<file path="src/rtl/dp_operand_loader.sv">
// dp_operand_loader: collects three operand words (a, b, c) from a valid/ready
// stream and presents them as a stable triple to a 32-bit datapath netlist.
// After c is accepted, the triple is held for HOLD_CYCLES cycles, with
// ops_valid high. result_strobe marks the last hold cycle, which is when the
// datapath's registered outputs are ready to be sampled.
//
// Optional feature macro: DP_LOADER_COUNT_EN adds the triple_count output, a
// wrapping count of completed triples that only Rst clears.
//
// Ports:
//   Clk            rising-edge clock
//   Rst            asynchronous active-high reset
//   flush          synchronous abort of any partial or held triple
//   in_data        operand word, presented in the order a, b, c
//   in_valid       in_data is valid
//   in_ready       loader accepts a word this cycle
//   a, b, c        operands to the datapath
//   ops_valid      a/b/c form a complete, stable triple
//   result_strobe  one-cycle pulse telling the consumer to sample x/z
//   triple_count   (DP_LOADER_COUNT_EN only) completed-triple counter
module dp_operand_loader #(
    parameter int unsigned DATAWIDTH   = 32,
    parameter int unsigned HOLD_CYCLES = 2
) (
    input  logic                 Clk,
    input  logic                 Rst,
    input  logic                 flush,
    input  logic [DATAWIDTH-1:0] in_data,
    input  logic                 in_valid,
    output logic                 in_ready,
    output logic [DATAWIDTH-1:0] a,
    output logic [DATAWIDTH-1:0] b,
    output logic [DATAWIDTH-1:0] c,
    output logic                 ops_valid,
    output logic                 result_strobe
`ifdef DP_LOADER_COUNT_EN
    ,
    output logic [15:0]          triple_count
`endif
);

    typedef enum logic [1:0] {StLoadA, StLoadB, StLoadC, StHold} state_e;

    // The counter is loaded with HOLD_CYCLES-1, so HOLD lasts HOLD_CYCLES cycles.
    localparam logic [7:0] HoldInit       = 8'(HOLD_CYCLES - 1);
    localparam logic       StrobeOnEntry  = (HOLD_CYCLES == 1);

    state_e                 state_q, state_d;
    logic [DATAWIDTH-1:0]   a_q, a_d, b_q, b_d, c_q, c_d;
    logic                   ops_valid_q, ops_valid_d;
    logic                   strobe_q, strobe_d;
    logic [7:0]             cnt_q, cnt_d;
    logic                   accept;
    logic                   hold_done;

    // A word is never taken on a flush cycle.
    assign accept    = in_valid & in_ready & ~flush;
    assign hold_done = (state_q == StHold) && (cnt_q == 8'd0);

    // State and datapath registers.
    always_ff @(posedge Clk or posedge Rst) begin
        if (Rst) begin
            state_q     <= StLoadA;
            a_q         <= '0;
            b_q         <= '0;
            c_q         <= '0;
            ops_valid_q <= 1'b0;
            strobe_q    <= 1'b0;
            cnt_q       <= 8'd0;
        end else begin
            state_q     <= state_d;
            a_q         <= a_d;
            b_q         <= b_d;
            c_q         <= c_d;
            ops_valid_q <= ops_valid_d;
            strobe_q    <= strobe_d;
            cnt_q       <= cnt_d;
        end
    end

    // Next-state logic.
    always_comb begin
        state_d     = state_q;
        a_d         = a_q;
        b_d         = b_q;
        c_d         = c_q;
        ops_valid_d = ops_valid_q;
        strobe_d    = strobe_q;
        cnt_d       = cnt_q;
        if (flush) begin
            state_d     = StLoadA;
            a_d         = '0;
            b_d         = '0;
            c_d         = '0;
            ops_valid_d = 1'b0;
            strobe_d    = 1'b0;
            cnt_d       = 8'd0;
        end else begin
            unique case (state_q)
                StLoadA: begin
                    if (accept) begin
                        a_d     = in_data;
                        state_d = StLoadB;
                    end
                end
                StLoadB: begin
                    if (accept) begin
                        b_d     = in_data;
                        state_d = StLoadC;
                    end
                end
                StLoadC: begin
                    if (accept) begin
                        c_d         = in_data;
                        state_d     = StHold;
                        ops_valid_d = 1'b1;
                        cnt_d       = HoldInit;
                        strobe_d    = StrobeOnEntry;
                    end
                end
                StHold: begin
                    if (hold_done) begin
                        state_d     = StLoadA;
                        ops_valid_d = 1'b0;
                        strobe_d    = 1'b0;
                    end else begin
                        cnt_d    = cnt_q - 8'd1;
                        // Strobe is registered: raise it on entry to the last cycle.
                        strobe_d = (cnt_q == 8'd1);
                    end
                end
                default: state_d = StLoadA;
            endcase
        end
    end

    // Outputs.
    always_comb begin
        in_ready = 1'b0;
        unique case (state_q)
            StLoadA, StLoadB, StLoadC: in_ready = 1'b1;
            StHold:                    in_ready = 1'b0;
            default:                   in_ready = 1'b0;
        endcase
        a             = a_q;
        b             = b_q;
        c             = c_q;
        ops_valid     = ops_valid_q;
        result_strobe = strobe_q;
    end

`ifdef DP_LOADER_COUNT_EN
    logic [15:0] count_q;

    // Counts in step with result_strobe; flush aborts the triple uncounted.
    always_ff @(posedge Clk or posedge Rst) begin
        if (Rst) begin
            count_q <= 16'd0;
        end else if (hold_done && !flush) begin
            count_q <= count_q + 16'd1;
        end
    end

    assign triple_count = count_q;
`endif

endmodule

</file>
<file path="config.mk">
export PLATFORM = sky130hd
export DESIGN_NAME = dp_operand_loader
export DESIGN_NICKNAME = d
export VERILOG_FILES = /design/src/rtl/dp_operand_loader.sv
export SDC_FILE = /design/constraint.sdc
export NUM_CORES = 1
export LEC_CHECK = 0
export ABC_AREA = 1
export CORE_MARGIN = 2
export CORE_UTILIZATION = 48
export DETAILED_ROUTE_END_ITERATION = 10
export DONT_BUFFER_PORTS = 1
export GPL_TIMING_DRIVEN = 0
export SLEW_MARGIN = 40
export SYNTH_ARGS = -nofsm -noshare
export SYNTH_HDL_FRONTEND = slang
export SYNTH_SLANG_ARGS = --single-unit
</file>
<file path="constraint.sdc">
create_clock -name Clk -period 7.8 [get_ports Clk]
set_clock_uncertainty 0.1 [all_clocks]
set_input_delay 1.17 -clock Clk [delete_from_list [all_inputs] [get_ports Clk]]
set_output_delay 1.17 -clock Clk [all_outputs]
set_load 0.03 [all_outputs]
</file>
* Yosys cells after proc, flatten, opt, wreduce, memory -nomap -nowiden *
Cells that the tools add are included.

word-level totals
  register bits = 108
  bits of input ports = 36
  output and inout bits = 99
  logic and storage cells = 62

cells by class
  $add $sub $neg = 1
  equality and inequality tests = 9
  muxes and demuxes = 26
  bitwise operators = 3
  reduce and logical (&&, ||, !) cells = 16

operator list
  cell                                                                   count
  32-bit 2-to-1 mux                                                      7
  8-bit 2-to-1 mux                                                       3
  8-bit one-hot mux with 2 select lines                                  1
  3-bit inequality test, second input constant                           5
  2-bit 2-to-1 mux                                                       5
  8-bit by 1-bit equality test with 1-bit output, second input constant  1
  8-bit zero test                                                        1
  2-bit one-hot mux with 4 select lines                                  1
  2-bit AND reduction                                                    4
  2-bit nonzero test                                                     4
  8-bit by 1-bit subtractor with 8-bit output, second input constant     1
  1-bit 2-to-1 mux                                                       6
  1-bit one-hot mux with 2 select lines                                  3
  3-bit AND reduction                                                    2
  2-bit equality test, second input constant                             2
  4-bit AND reduction                                                    1
  3-bit nonzero test                                                     1
  3-bit OR reduction                                                     1
  1-bit bitwise AND                                                      2
  2-bit by 1-bit equality test with 1-bit output, second input constant  1
  2-bit zero test                                                        1
  1-bit logical AND                                                      1
  1-bit NOT                                                              1

* Longest topological paths before layout *
  depth in word-level cells = 8
  mapped depth = 9
  gate-level depth less buffers = 9

* Least setup slack after synthesis *
OpenSTA, ideal clock, no wires.

  path type = input port to flip-flop
  from = in flush
  to = reg b_q[19], in the netlist b[19]
  library setup time = 0.065 ns
  data arrival time = 1.965 ns
  required time = 7.635 ns
  setup slack = 5.670 ns
  stages on the path = 5
  path buffers = 2
  cell sequence = buf_4 nor2_2 clkbuf_1 o21ai_1 nand2_1

on the way
  cells in the longest elaborated chain, start to end = 4
  elaborated cells between the ends (all ways) = 6
  those cells by class = mux (1); bitwise (2); reduce/logical (3)

ends and longest elaborated chain
  what                                  RTL line  RTL
  start: declaration                    27        input logic flush,
  1-bit NOT                             57        assign accept = in_valid & in_ready & ~flush;
  1-bit bitwise AND                     57
  2-bit nonzero test (no source line)   n/a
  2-bit AND reduction (no source line)  n/a
  end signal: assignment                65        b_q <= '0;
  end signal: assignment                73        b_q <= b_d;
  end: declaration                      49        logic [DATAWIDTH-1:0] a_q, a_d, b_q, b_d, c_q, c_d;

Parallel ways exist; a longest one is shown, timed or not.
A chain may end at the register's enable or synchronous reset.

* Final worst setup path *
  from = reg state_q[0]
  to = out in_ready

on the way
  cells in the longest elaborated chain, start to end = 3
  elaborated cells between the ends (all ways) = 6
  those cells by class = eq/ne (3); mux (1); reduce/logical (2)

ends and longest elaborated chain
  what                                         RTL line  RTL
  start: declaration                           48        state_e state_q, state_d;
  start signal: assignment                     63        state_q <= StLoadA;
  start signal: assignment                     71        state_q <= state_d;
  2-bit equality test (tied with other cells)  140       unique case (state_q)
  3-bit OR reduction                           140
  1-bit one-hot mux with 2 select lines *      140
  end: declaration                             30        output logic in_ready,

Every way passes the cells marked *; elsewhere a longest branch is shown, timed or not.

==> results_dict.tcl <==
set metrics [dict create \
    synth_cells 586 \
    tightest_slew_ns 0.5370 \
    initial_utilization 0.4976 \
    die_x_microns 104.9 \
    num_rows 36 \
    netlist.area_leader.share 0.5531 \
    ys_top_cells_by_area "dfrtp_1 55%, nand2_1 15%, o21ai_1 4.7%" \
    antenna_found_initial 0 \
    fin_setup_tns_ns 0 \
    htreeDepth 3 \
    finalCriticalPeriod_ns 2.621 \
    core_sq_um 9819 \
    grt_max_degree 57 \
    drc 0 \
    synth.area.mux_share 0 \
    fmax_ghz 0.3816 \
    drive_above_1_share 0.09287 \
    critPathLaunchType "register" \
    synth_top_cell_by_area "dfrtp_1" \
    ant_nets 0 \
    vias 3832 \
    synth-xor-area-share 0.005378 \
    grt.overflow.total 0 \
    fin_ws_ns 5.179 \
    cp-end-kind "output port" \
    cts-buffers-inserted 9 \
    grt_pass1_vias 3834 \
    firstDrtPassIters 8 \
    finalWirelength_mm 12.83 \
    portBuffers 0 \
    cts_root_buf "clkbuf_8" \
    slew_viol_final 0 \
    synth_compound_area_frac 0.1029 \
    worstSetupPathType "reg -> out" \
    critPathMaxFanout 6 \
    syn-num-nets 630 \
    worstPathArrival_ns 1.35 \
    vdd.ir_drop.worst_mv 0.1501 \
    nets 642 \
    synth_warnings 0 \
    netlist_area_sq_um 4886 \
    post_cts_buffers 0 \
    syn_avg_cell_area_sq_um 8.338 \
    ctsLongestPathBuffers 2 \
    ys_types 26 \
    synth_adder_area_share 0.02049 \
    cellPowerDensity_nw_per_um2 329.1 \
    globalplace.congestion 0.8556 \
    synth_top_family_by_area "simple AND/OR/NAND/NOR gates" \
    synth_seq_cells 108 \
    cts.sinks 108 \
    dpl.hpwl_mm 9.449 \
    synthSimpleGateAreaFrac 0.2494 \
    grt_pass1_wl_mm 20.88 \
    area_delta_synth_final_pct 8.246 \
    setup_violations 0 \
    finalPower_mw 1.740 \
    hold_class "reg -> reg" \
    insertion_delay_ns 0.37 \
    seq_area_frac_synth 0.5531 \
    slew_headroom 0.6420 \
    period_share 0.3360 \
    vias_per_cell 5.207 \
    final_hold_viol_count 0 \
    pre_cts_slack_ns 5.350 \
    required_ns 6.53 \
    die_h_microns 104.9 \
    p_leak_nw 2.867 \
    drv_cap 0 \
    num_antenna_cells 0 \
    io_pins 135 \
    cts_tree "built" \
    status "finished clean" \
    dieArea_sq_um 11000 \
    routedWlPerCell_microns 17.43 \
    grt_use_total 0.2423 \
    drt-initial-drc-count 267 \
    holdBufCountCts 0 \
    rsz0062_at_grt "no" \
    cts-resized-gates 0 \
    clk_pin_slew_ns 0.11 \
]
==> synth_stat cells <==
master	count
nand2_1	198
dfrtp_1	108
inv_1	47
nor2_1	46
o21ai_1	46
nand3_1	40
o21ai_0	34
buf_2	15
clkbuf_1	12
o21ai_2	9
ha_1	8
nor2_2	4
nand4_1	3
buf_4	2
nand3_4	2
xor2_1	2
a21oi_4	1
buf_1	1
buf_6	1
clkbuf_2	1
inv_2	1
nand2_2	1
nand3_2	1
nand3b_1	1
o31ai_1	1
xnor2_1	1
==> per-layer routing <==
layer / share of wire / wire, microns / track usage
met1: 0.42 / 5363 / 0.3133
met2: 0.47 / 6030 / 0.3840
met3: 0.087 / 1121 / 0.08359
met4: 0.024 / 311 / 0.07714
met5: 0 / 0 / 0
==> through the flow <==
stage / area (sq um) / hold slack (ns) / util / cells
2_1_floorplan: 4886 / 0.3750 / - / 586
4_1_cts: 5289 / 0.4454 / 0.5386 / 736
5_1_grt: 5289 / 0.4906 / 0.5386 / 736
6_report: 5289 / 0.4380 / 0.5386 / 736
3_3_place_gp: 5052 / 0.4005 / 0.5145 / 719
3_5_place_dp: 5087 / 0.4167 / 0.5181 / 720
==> worst paths after layout <==
| check | startpoint | slack (ns) | endpoint | cells past startpoint |
|---|---|---|---|---|
| setup / recovery | state_q[0]$_DFFE_PP0P_ | 5.18 | in_ready | 2 |
| max in group asynchronous | Rst | 6.45 | a[2]$_DFFE_PP0P_ | 2 |
| hold / removal | cnt_q[1]$_DFFE_PP0P_ | 0.44 | cnt_q[1]$_DFFE_PP0P_ | 2 |
| hold reg to reg | cnt_q[1]$_DFFE_PP0P_ | 0.44 | cnt_q[1]$_DFFE_PP0P_ | 2 |
| setup reg to reg | state_q[0]$_DFFE_PP0P_ | 5.79 | c[1]$_DFFE_PP0P_ | 7 |
| min in group asynchronous | Rst | 0.54 | b[22]$_DFFE_PP0P_ | 1 |
==> flip-flops by register name, summed over array words and instances, names as in the netlist <==
signal         cells
result_strobe      1
ops_valid          1
c                 32
b                 32
a                 32
state_q            2
cnt_q              8
==> cell type report <==
type,instances,area (sq um)
fill,981,4531
clock buffer,10,137.6
clock inverter,6,63.81
sequential,108,2703
multi-input combinational,398,1848
tap,133,166.4
timing repair buffer,1,27.53
inverter,48,187.7
buffer,32,155.1
==> worst max-delay path: stages, from the launching register on <==
cell,delay [ns]
dfrtp_1,0.45
ha_1,0.27
inv_2,0.26
==> placed cells by master, fill, tap and decap left out, types with 2 or more instances in the layout <==
master / instances
xor2_1: 2
inv_8: 3
nand3_1: 40
nand4_1: 3
nor2_2: 4
clkbuf_8: 10
o21ai_1: 46
dfrtp_1: 108
ha_1: 8
nor2_1: 46
o21ai_0: 34
o21ai_2: 9
buf_4: 2
clkbuf_1: 12
inv_1: 46
buf_2: 15
nand3_4: 2
nand2_1: 198
==> cell families (layout without fill, tap and decap cells) <==
kind of cell | Yosys count | after routing
buffers and inverters | 80 | 97
adder cells (fa/ha/maj) | 8 | 8
XOR/XNOR | 3 | 3
flip-flops | 108 | 108
AND/OR/NAND/NOR | 296 | 296
AO/OA/AOI/OAI | 91 | 91
==> report_power, final <==
part / internal, mW / switching (mW)
Sequential: 0.677 / 0.325
Combinational: 0.124 / 0.268
Clock: 0.134 / 0.213
Note: power is estimated with default switching activity, not from simulation.
